### config.mk
export PLATFORM = sky130hd
export DESIGN_NAME = spi_slave_regs
export DESIGN_NICKNAME = d
export VERILOG_FILES = /design/src/rtl/spi_slave_pkg.sv /design/src/rtl/spi_slave_regs_sync.sv /design/src/rtl/spi_slave_regs.sv
export SDC_FILE = /design/constraint.sdc
export NUM_CORES = 1
export LEC_CHECK = 0
export ABC_AREA = 1
export BUFFER_PORTS_ARGS = -buffer_cell sky130_fd_sc_hd__buf_2
export CAP_MARGIN = 20
export CELL_PAD_IN_SITES_DETAIL_PLACEMENT = 1
export CELL_PAD_IN_SITES_GLOBAL_PLACEMENT = 2
export CORE_AREA = 2 2 159 161
export CTS_BUF_LIST = sky130_fd_sc_hd__clkbuf_8
export CTS_CLUSTER_DIAMETER = 50
export CTS_CLUSTER_SIZE = 40
export DETAILED_ROUTE_END_ITERATION = 8
export DIE_AREA = 0 0 161 163
export GPL_TIMING_DRIVEN = 1
export PLACE_DENSITY_LB_ADDON = 0.1
export SKIP_LAST_GASP = 1
export SLEW_MARGIN = 20
export SYNTH_ARGS = -nofsm -noshare
export SYNTH_HDL_FRONTEND = slang
export SYNTH_HIERARCHICAL = 1
export SYNTH_SLANG_ARGS = --single-unit
### constraint.sdc
create_clock -name sys_clk -period 3.5 [get_ports sys_clk]
set_input_delay 0.175 -clock sys_clk [delete_from_list [all_inputs] [get_ports sys_clk]]
set_output_delay 0.175 -clock sys_clk [all_outputs]
set_load 0.01 [all_outputs]
### src/rtl/spi_slave_pkg.sv
// Shared definitions for the SPI slave register block.
//   state_t      : decoder FSM states
//   CMD_RD_BIT   : command-byte bit that selects a read frame
//   BYTE_BITS    : bits per SPI byte
//   SYNC_STAGES  : depth of the input synchronizers
package spi_slave_pkg;

   typedef enum logic [2:0] {
      WAIT_IDLE,
      IDLE,
      CMD,
      WRITE,
      READ
   } state_t;

   localparam int unsigned CMD_RD_BIT  = 7;
   localparam int unsigned BYTE_BITS   = 8;
   localparam int unsigned SYNC_STAGES = 2;

endpackage

### src/rtl/spi_slave_regs_sync.sv
// Multi-flop synchronizer for one asynchronous pin, with an extra history
// flop that turns level changes into single-cycle rise/fall pulses.
//   sys_clk, sys_rst_n : system clock, async active-low reset
//   pin                : asynchronous input
//   level              : synchronized level
//   rise, fall         : one-cycle pulses on synchronized transitions
// RST_VAL sets every flop at reset so an idle bus produces no edge.
module spi_sync_edge
   import spi_slave_pkg::*;
#(
   parameter logic RST_VAL = 1'b1
) (
   input  logic sys_clk,
   input  logic sys_rst_n,
   input  logic pin,
   output logic level,
   output logic rise,
   output logic fall
);

   logic [SYNC_STAGES-1:0] sync_q;
   logic                   prev_q;

   always_ff @(posedge sys_clk or negedge sys_rst_n) begin
      if (!sys_rst_n) begin
         sync_q <= {SYNC_STAGES{RST_VAL}};
         prev_q <= RST_VAL;
      end else begin
         sync_q <= {sync_q[SYNC_STAGES-2:0], pin};
         prev_q <= sync_q[SYNC_STAGES-1];
      end
   end

   assign level = sync_q[SYNC_STAGES-1];
   assign rise  = level & ~prev_q;
   assign fall  = ~level & prev_q;

endmodule

### src/rtl/spi_slave_regs.sv
// SPI mode-3, MSB-first slave in front of a byte-wide register bank.
// The SPI pins are oversampled on sys_clk; a command byte selects read or
// write and a start address, following bytes burst with auto-increment.
//   sys_clk, sys_rst_n : system clock, async active-low reset
//   spi_clk_i          : SPI clock (idles high)
//   spi_cs_i           : chip select, active low
//   spi_mosi_i         : master-out data
//   spi_miso_o         : slave-out data, driven low outside read data
//   regs_o             : flattened bank, reg k at [8k+7:8k]; reg 0 is ID
//   wr_strobe_o        : one-cycle pulse per committed write
//   wr_addr_o          : address of that write
//   frame_active_o     : high while a frame is being decoded
//
// state     | meaning
// ----------+------------------------------------------------------------
// WAIT_IDLE | after reset; ignore the bus until cs is seen high
// IDLE      | bus idle, waiting for cs to fall
// CMD       | shifting in the command byte
// WRITE     | shifting in data bytes, committing each to reg[addr]
// READ      | shifting reg[addr] out on MISO, byte by byte
module spi_slave_regs
   import spi_slave_pkg::*;
#(
   parameter int unsigned DEPTH = 16,
   parameter logic [7:0]  ID    = 8'hA5
) (
   input  logic                     sys_clk,
   input  logic                     sys_rst_n,
   input  logic                     spi_clk_i,
   input  logic                     spi_cs_i,
   input  logic                     spi_mosi_i,
   output logic                     spi_miso_o,
   output logic [DEPTH*8-1:0]       regs_o,
   output logic                     wr_strobe_o,
   output logic [$clog2(DEPTH)-1:0] wr_addr_o,
   output logic                     frame_active_o
);

   localparam int unsigned AW  = $clog2(DEPTH);
   localparam int unsigned BCW = $clog2(BYTE_BITS);

   logic clk_level_unused, clk_rise, clk_fall;
   logic cs_s, cs_rise, cs_fall;
   logic [SYNC_STAGES-1:0] mosi_q;
   logic mosi_s;

   spi_sync_edge #(.RST_VAL(1'b1)) u_sync_clk (
      .sys_clk   (sys_clk),
      .sys_rst_n (sys_rst_n),
      .pin       (spi_clk_i),
      .level     (clk_level_unused),
      .rise      (clk_rise),
      .fall      (clk_fall)
   );

   spi_sync_edge #(.RST_VAL(1'b1)) u_sync_cs (
      .sys_clk   (sys_clk),
      .sys_rst_n (sys_rst_n),
      .pin       (spi_cs_i),
      .level     (cs_s),
      .rise      (cs_rise),
      .fall      (cs_fall)
   );

   // MOSI needs only the level; same depth as clk so a detected rise sees
   // data sampled at the same instant.
   always_ff @(posedge sys_clk or negedge sys_rst_n) begin
      if (!sys_rst_n) begin
         mosi_q <= '0;
      end else begin
         mosi_q <= {mosi_q[SYNC_STAGES-2:0], spi_mosi_i};
      end
   end
   assign mosi_s = mosi_q[SYNC_STAGES-1];

   state_t                 state;
   logic [BCW-1:0]         bit_cnt;
   logic [BYTE_BITS-2:0]   rx_sh;
   logic [BYTE_BITS-1:0]   tx_sh;
   logic [AW-1:0]          addr;
   logic [7:0]             regs_q [DEPTH];
   logic [1:0]             settle_cnt;

   logic [BYTE_BITS-1:0]   rx_byte;
   logic                   byte_done;
   logic [AW-1:0]          cmd_addr;
   logic [AW-1:0]          rd_addr;
   logic [7:0]             rd_data;

   assign rx_byte   = {rx_sh, mosi_s};
   assign byte_done = clk_rise && (bit_cnt == BCW'(BYTE_BITS-1));
   assign cmd_addr  = rx_byte[AW-1:0];

   // During CMD the reload address comes straight from the byte being
   // completed; afterwards it is the running burst address.
   always_comb begin
      rd_addr = (state == CMD) ? cmd_addr : addr;
      rd_data = (rd_addr == '0) ? ID : regs_q[rd_addr];
   end

   always_comb begin
      regs_o = '0;
      for (int k = 0; k < DEPTH; k++) begin
         regs_o[8*k +: 8] = (k == 0) ? ID : regs_q[k];
      end
   end

   // Synchronizers reset to an idle bus, so cs_s=1 just after reset says
   // nothing about the pin. settle_cnt holds WAIT_IDLE until the chain has
   // really sampled cs; a frame in flight at reset release is then ignored.
   always_ff @(posedge sys_clk or negedge sys_rst_n) begin
      if (!sys_rst_n) begin
         state          <= WAIT_IDLE;
         settle_cnt     <= 2'(SYNC_STAGES + 1);
         bit_cnt        <= '0;
         rx_sh          <= '0;
         tx_sh          <= '0;
         addr           <= '0;
         spi_miso_o     <= 1'b0;
         wr_strobe_o    <= 1'b0;
         wr_addr_o      <= '0;
         frame_active_o <= 1'b0;
         for (int k = 0; k < DEPTH; k++) begin
            regs_q[k] <= '0;
         end
      end else begin
         wr_strobe_o <= 1'b0;
         if (settle_cnt != '0) begin
            settle_cnt <= settle_cnt - 1'b1;
         end

         // cs release wins over a byte completing in the same cycle.
         if (state != WAIT_IDLE && cs_rise) begin
            state          <= IDLE;
            spi_miso_o     <= 1'b0;
            frame_active_o <= 1'b0;
         end else begin
            unique case (state)
               WAIT_IDLE: begin
                  if (settle_cnt == '0 && cs_s) begin
                     state <= IDLE;
                  end
               end
               IDLE: begin
                  if (cs_fall) begin
                     state          <= CMD;
                     bit_cnt        <= '0;
                     rx_sh          <= '0;
                     frame_active_o <= 1'b1;
                  end
               end
               CMD: begin
                  if (clk_rise) begin
                     bit_cnt <= bit_cnt + 1'b1;
                     rx_sh   <= rx_byte[BYTE_BITS-2:0];
                     if (byte_done) begin
                        if (rx_byte[CMD_RD_BIT]) begin
                           tx_sh <= rd_data;
                           addr  <= cmd_addr + 1'b1;
                           state <= READ;
                        end else begin
                           addr  <= cmd_addr;
                           state <= WRITE;
                        end
                     end
                  end
               end
               WRITE: begin
                  if (clk_rise) begin
                     bit_cnt <= bit_cnt + 1'b1;
                     rx_sh   <= rx_byte[BYTE_BITS-2:0];
                     if (byte_done) begin
                        if (addr != '0) begin
                           regs_q[addr] <= rx_byte;
                           wr_strobe_o  <= 1'b1;
                           wr_addr_o    <= addr;
                        end
                        addr <= addr + 1'b1;
                     end
                  end
               end
               READ: begin
                  if (clk_rise) begin
                     bit_cnt <= bit_cnt + 1'b1;
                     if (byte_done) begin
                        tx_sh <= rd_data;
                        addr  <= addr + 1'b1;
                     end
                  end else if (clk_fall) begin
                     spi_miso_o <= tx_sh[BYTE_BITS-1];
                     tx_sh      <= {tx_sh[BYTE_BITS-2:0], 1'b0};
                  end
               end
               default: state <= WAIT_IDLE;
            endcase
         end
      end
   end

endmodule

After elaboration in Yosys (flattened, before gate mapping)
Index checks and enable logic that the tools add are counted.

Bitwise logic cells: 11. Mux-type cells: 46. Add/sub/neg operators: 4. Magnitude comparators: 3. Equal/unequal tests: 21. Reduce and logical (&&, ||, !) cells: 29.

Operator list (count): 128-bit bitwise mux (1); 8-bit two-way mux (10); 8-bit binary-select mux with 4-bit select (1); 8-bit demux with 4-bit select (1); 3-bit two-way mux (8); 4-bit two-way mux (6); 2-bit nonzero test (9); 8-bit case mux with 2 select lines (1); 7-bit two-way mux (2); 7-bit case mux with 2 select lines (1); 1-bit two-way mux (12); 2-bit by 1-bit != test with 1-bit output, second input constant (6); 3-bit != test, second input constant (4); 3-bit case mux with 4 select lines (1); 5-bit >= comparator, second input constant (2); 4-bit NOT with 5-bit output (2); 5-bit AND reduction (2); 4-bit by 1-bit adder with 4-bit output, second input constant (2); 2-bit != test, second input constant (4); 4-bit case mux with 2 select lines (1); 4-bit AND reduction (2); 7-bit AND reduction (1); 3-bit by 2-bit == test with 1-bit output, second input constant (2); 3-bit == test, second input constant (2); other kinds (19) (31).

Flip-flop bits (word level): 170. Word-level logic and storage cells: 145.

Logic depth before layout (Yosys ltp)
Depth after elaboration: 11. Mapped depth: 14.

Modules after synthesis
The synthesis kept the hierarchy.

Modules (own cells, without submodules): spi_slave_regs (area each 8763.4 um2, instances 1, cells an instance 1090, sequential area each 4081.4 um2); spi_sync_edge (area each 93.8 um2, instances 2, cells an instance 7, sequential area each 78.8 um2).

Worst setup path before layout
OpenSTA, ideal clock, no wires.

Kind: register to register. Start: reg u_sync_clk.sync_q[1]. End: reg regs_q (netlist bit regs_o[79]). Clock period less this slack: 1924 ps. Path slack: 1576 ps. Data arrival time: 1793 ps. Buffers on the path: 2. Cell stages (with the launch flop): 12. Required time: 3370 ps. Cells stage by stage: dfstp_2 > inv_1 > nor2_1 > nand2_1 > nor2_1 > nand3_2 > buf_4 > nor2_4 > nand2_2 > buf_2 > nand2_1 > o21ai_1.

Longest elaborated chain between the ends: 3.

Ends and longest elaborated chain: start, declared (line spi_slave_regs_sync.sv:21) `logic [SYNC_STAGES-1:0] sync_q;`; start signal, assigned (line spi_slave_regs_sync.sv:26) `sync_q <= {SYNC_STAGES{RST_VAL}};`; start signal, assigned (line spi_slave_regs_sync.sv:29) `sync_q <= {sync_q[SYNC_STAGES-2:0], pin};`; 1-bit AND (*) (line spi_slave_regs_sync.sv:35) `assign rise = level & ~prev_q;`; via clk_rise (line spi_slave_regs.sv:42) `logic clk_level_unused, clk_rise, clk_fall;`; 1-bit logical AND (line spi_slave_regs.sv:91) `assign byte_done = clk_rise && (bit_cnt == BCW'(BYTE_BITS-1));`; 5-bit AND reduction (no source line) (*); end signal, assigned by index (line spi_slave_regs.sv:174) `regs_q[addr] <= rx_byte;`; end, declared (line spi_slave_regs.sv:81) `logic [7:0] regs_q [DEPTH];`.

The timed path passes the listed nets; every way through them passes the cells marked *. A chain may end at the register's enable or synchronous reset.

Worst setup path in the final report
Start: reg state[2]. End: reg tx_sh[5].

Longest elaborated chain between the ends: 11.

Ends and longest elaborated chain: start, declared (line spi_slave_regs.sv:76) `state_t state;`; start signal, assigned (line spi_slave_regs.sv:113) `state <= WAIT_IDLE;`; start signal, assigned (line spi_slave_regs.sv:134) `state <= IDLE;`; start signal, assigned (line spi_slave_regs.sv:141) `state <= IDLE;`; 3-bit by 2-bit == test with 1-bit output (line spi_slave_regs.sv:97, spi_slave_regs.sv:138); 4-bit two-way mux (line spi_slave_regs.sv:97) `rd_addr = (state == CMD) ? cmd_addr : addr;`; 4-bit NOT with 5-bit output (not written as such) (line spi_slave_regs.sv:98) `rd_data = (rd_addr == '0) ? ID : regs_q[rd_addr];`; 8-bit binary-select mux with 4-bit select (line spi_slave_regs.sv:98); 8-bit two-way mux (not written as such) (2 in series) (line spi_slave_regs.sv:98); 8-bit two-way mux (line spi_slave_regs.sv:98); 8-bit two-way mux (line spi_slave_regs.sv:157) `if (rx_byte[CMD_RD_BIT]) begin`; 8-bit two-way mux (line spi_slave_regs.sv:156) `if (byte_done) begin`; 8-bit two-way mux (line spi_slave_regs.sv:153) `if (clk_rise) begin`; 8-bit case mux with 2 select lines (line spi_slave_regs.sv:138) `unique case (state)`; end signal, assigned (line spi_slave_regs.sv:158) `tx_sh <= rd_data;`; end signal, assigned (line spi_slave_regs.sv:186) `tx_sh <= rd_data;`; end signal, assigned (line spi_slave_regs.sv:191) `tx_sh <= {tx_sh[BYTE_BITS-2:0], 1'b0};`; end, declared (line spi_slave_regs.sv:79) `logic [BYTE_BITS-1:0] tx_sh;`.

Parallel ways exist; a longest one is shown, timed or not. The select of a mux whose other input is x is not followed.

==> summary.md <==
| Metric | Value |
|---|---|
| Status | `completed` |
| Largest net degree at the start of global routing | `72` |
| RSZ-0062 raised after global routing | `no` |
| R2R setup slack | `roughly 0.8 ns` |
| Placed cell areas | `between 0.008 and 0.009 mm²` |
| H-tree levels | `4` |
| Area Overhead vs Synth | `4.39%` |
| Setup TNS | `0 ns` |
| Fraction of registers with async set/reset | `100%` |
| Die W | `161 µm` |
| Kind of critical path | `register to register` |
| Worst-margin pin slew | `~0.95 ns` |
| Final worst setup slack | `0.797 ns` |
| Initial Utilization | `between 30 and 40%` |
| Count leader, synth | `nand2_1` |
| Pwr per Cell Area | `just under 500 mW/mm²` |
| Yosys warning total | `6` |
| Placeable Area | `~0.025 mm²` |
| Max cap viols | `0` |
| Crit Path Max Fanout | `36` |
| Final worst path period need | `about 2.7 ns` |
| Reg2Reg Depth | `13` |
| Slew Limit Headroom | `between 30 and 40%` |
| Main flop type after synthesis | `dfrtp_1` |
| Vias in the first global route | `about 7400` |
| CTS Buf Count | `17` |
| Peak VDD IR | `0.285 mV` |
| CP Capture Type | `register` |
| Top Ports | `140` |
| Non-Filler Instances | `1438` |
| Final hold viol count | `0` |
| DRC Markers | `0` |
| IO buf count | `between 100 and 150` |
| Vias per inst | `4.95` |
| Area leader, netlist | `dfrtp_1` |
| Worst-Skew Late Latency | `~0.48 ns` |
| Clock tree root driver cell | `clkbuf_8` |
| DP HPWL | `about 20 mm` |
| Filler cell count in the final layout | `about 3000` |
| Row cnt | `slightly below 60` |
| First-pass GRT wire length | `approximately 45 mm` |
| Total power draw | `between 4 and 5 mW` |
| Clk sink count | `169` |
| Via Count | `around 7100` |
| Gpl congestion | `between 0.8 and 0.9` |
| Dpl cells | `about 1400` |
| Min-Delay Path Class | `input port to asynchronous set/reset pin` |
| Fmax | `~0.37 GHz` |
| Mean post-synth cell area | `between 8 and 9 µm²` |
| First-pass DRT Iterations | `4` |
| WP data required | `a little under 4 ns` |
| Number of synthesized register bits | `169` |
| Final setup viols | `0` |
| Cell count after synthesis | `between 1000 and 1500` |
| Clock slew at reported path FFs | `roughly 0.11 ns` |
| Avg WL per Cell | `19.9 µm` |
| Post-synth top area share | `45.0%` |
| Total GRT Usage | `around 23%` |
| Post-synth EDFFs | `0` |
| Seq/Total Area, Yosys | `a little under half` |
| Clk buf depth | `2` |
| Pins Over Slew Limit | `0` |
| Post-cts resize count | `0` |
| Finished Core Util | `between 30% and 40%` |
| Initial antenna violation count | `0` |
| Die height | `between 150 and 200 µm` |
| Synth cell count leaders | `nand2_1 (293), dfrtp_1 (161), buf_4 (131)` |
| Number of distinct library cells after synthesis | `just over 40` |
| Post-Syn Area | `0.00895 mm²` |
| Design Area, Final | `just over 0.009 mm²` |
| DRT iter0 DRCs | `between 400 and 500` |
| Final Cycle Share | `just under 80%` |
| N_diodes | `0` |
| Share of layout cells above drive strength 1 | `19.2%` |
| Leakage | `about 4.6 nW` |
| Die area | `roughly 0.026 mm²` |
| CP startpoint kind | `register` |
| Post-CTS setup repair buffer count | `0` |
| Clock tree from TritonCTS | `yes` |
| Worst path arrival time | `3.07 ns` |
| Routed WL | `~29 mm` |
| NumNets Final | `~1100` |
| Grt ovf | `0` |
| Clk_skew | `between 0.015 and 0.02 ns` |
| Pre-CTS WS | `roughly 0.8 ns` |
| Antenna Nets Post-Route | `0` |
| Largest cells by area after synthesis | `dfrtp_1 (45%), nand2_1 (12%), buf_4 (11%), nand3_1 (7.2%), o21ai_0 (4.8%)` |
| Fin Hold WS | `around 0.27 ns` |
==> cell usage in the layout, fill, tap and decap left out, types with 8 or more instances in the layout <==
cell type / Yosys / final
clkbuf_8: 0 / 18
o211ai_1: 11 / 11
ha_1: 8 / 8
inv_1: 69 / 71
nand2_1: 293 / 293
o21ai_0: 85 / 85
a21oi_1: 14 / 14
o21ai_1: 57 / 57
buf_4: 131 / 15
conb_1: 2 / 8
dfrtp_1: 161 / 161
dfstp_2: 8 / 8
nand2_2: 11 / 11
buf_2: 23 / 130
nand3_1: 129 / 129
nor2_1: 33 / 33
==> critical path: stages (launching register included) <==
cell	delay [ns]
dfrtp_1	0.45
inv_2	0.11
nand3_2	0.30
nand2_1	0.17
nand2_2	0.52
buf_4	0.41
nand2_1	0.07
nand2_1	0.08
nand2_1	0.07
nand3_1	0.11
nand3_1	0.11
nand3_1	0.06
nand2_1	0.07
nand2_1	0.05
==> routing by layer <==
metal	vias up	track usage, %	share of wire [%]
li1	3421	-	-
met1	3552	30.0	46
met2	130	39.3	50
met3	20	3.00	3.1
met4	0	5.28	0.97
met5	-	0	0
==> where the power goes <==
group / internal, mW / total (mW) / switching (mW)
Combinational: 0.270 / 1.08 / 0.806
Sequential: 2.00 / 2.04 / 0.0448
Clock: 0.598 / 1.41 / 0.814
==> state kept, by name (all words and copies together) (netlist names), 3 cells and up <==
| signal | count |
|---|---|
| regs_q | 7 |
| addr | 4 |
| bit_cnt | 3 |
| wr_addr_o | 4 |
| tx_sh | 8 |
| regs_o | 120 |
| rx_sh | 7 |
| state | 3 |
==> final cells by class <==
| cell class | instances | area [µm²] | share of cell area [%] |
|---|---|---|---|
| multi-input combinational | 681 | 3190 | 34.2 |
| timing repair buffer | 151 | 835 | 8.93 |
| clock inverter | 14 | 135 | 1.45 |
| sequential | 169 | 4240 | 45.4 |
| inverter | 75 | 282 | 3.01 |
| clock buffer | 18 | 248 | 2.65 |
| tap | 330 | 413 | 4.42 |
==> path summary, 6_finish.rpt <==
path,from,end
min in group sys_clk,spi_mosi_i,mosi_q[0]
min reg2reg,u_sync_clk/sync_q[0],u_sync_clk/sync_q[1]
max,state[2],tx_sh[5]
max reg2reg,state[2],tx_sh[5]
max in group asynchronous,sys_rst_n,regs_q[121]
min,sys_rst_n,regs_o[66]
==> kinds of logic (layout without fill, tap and decap cells) <==
logic type	Yosys count	count (layout)	share of synthesized area, %
buffers and inverters	260	258	17.2
AO/OA/AOI/OAI	177	177	10.6
AND/OR/NAND/NOR	485	485	23.3
flip-flops	169	169	47.4
XOR/XNOR	3	3	0.294
adder cells (fa/ha/maj)	8	8	1.12
other	2	8	0.0839
==> timing repair <==
item | 4_1_cts | 5_1_grt
hold buffers | 4 | 0
endpoints found under the hold margin | 71 | 0
setup endpoints to repair | 0 | 0
(Power assumes the default switching activity.)
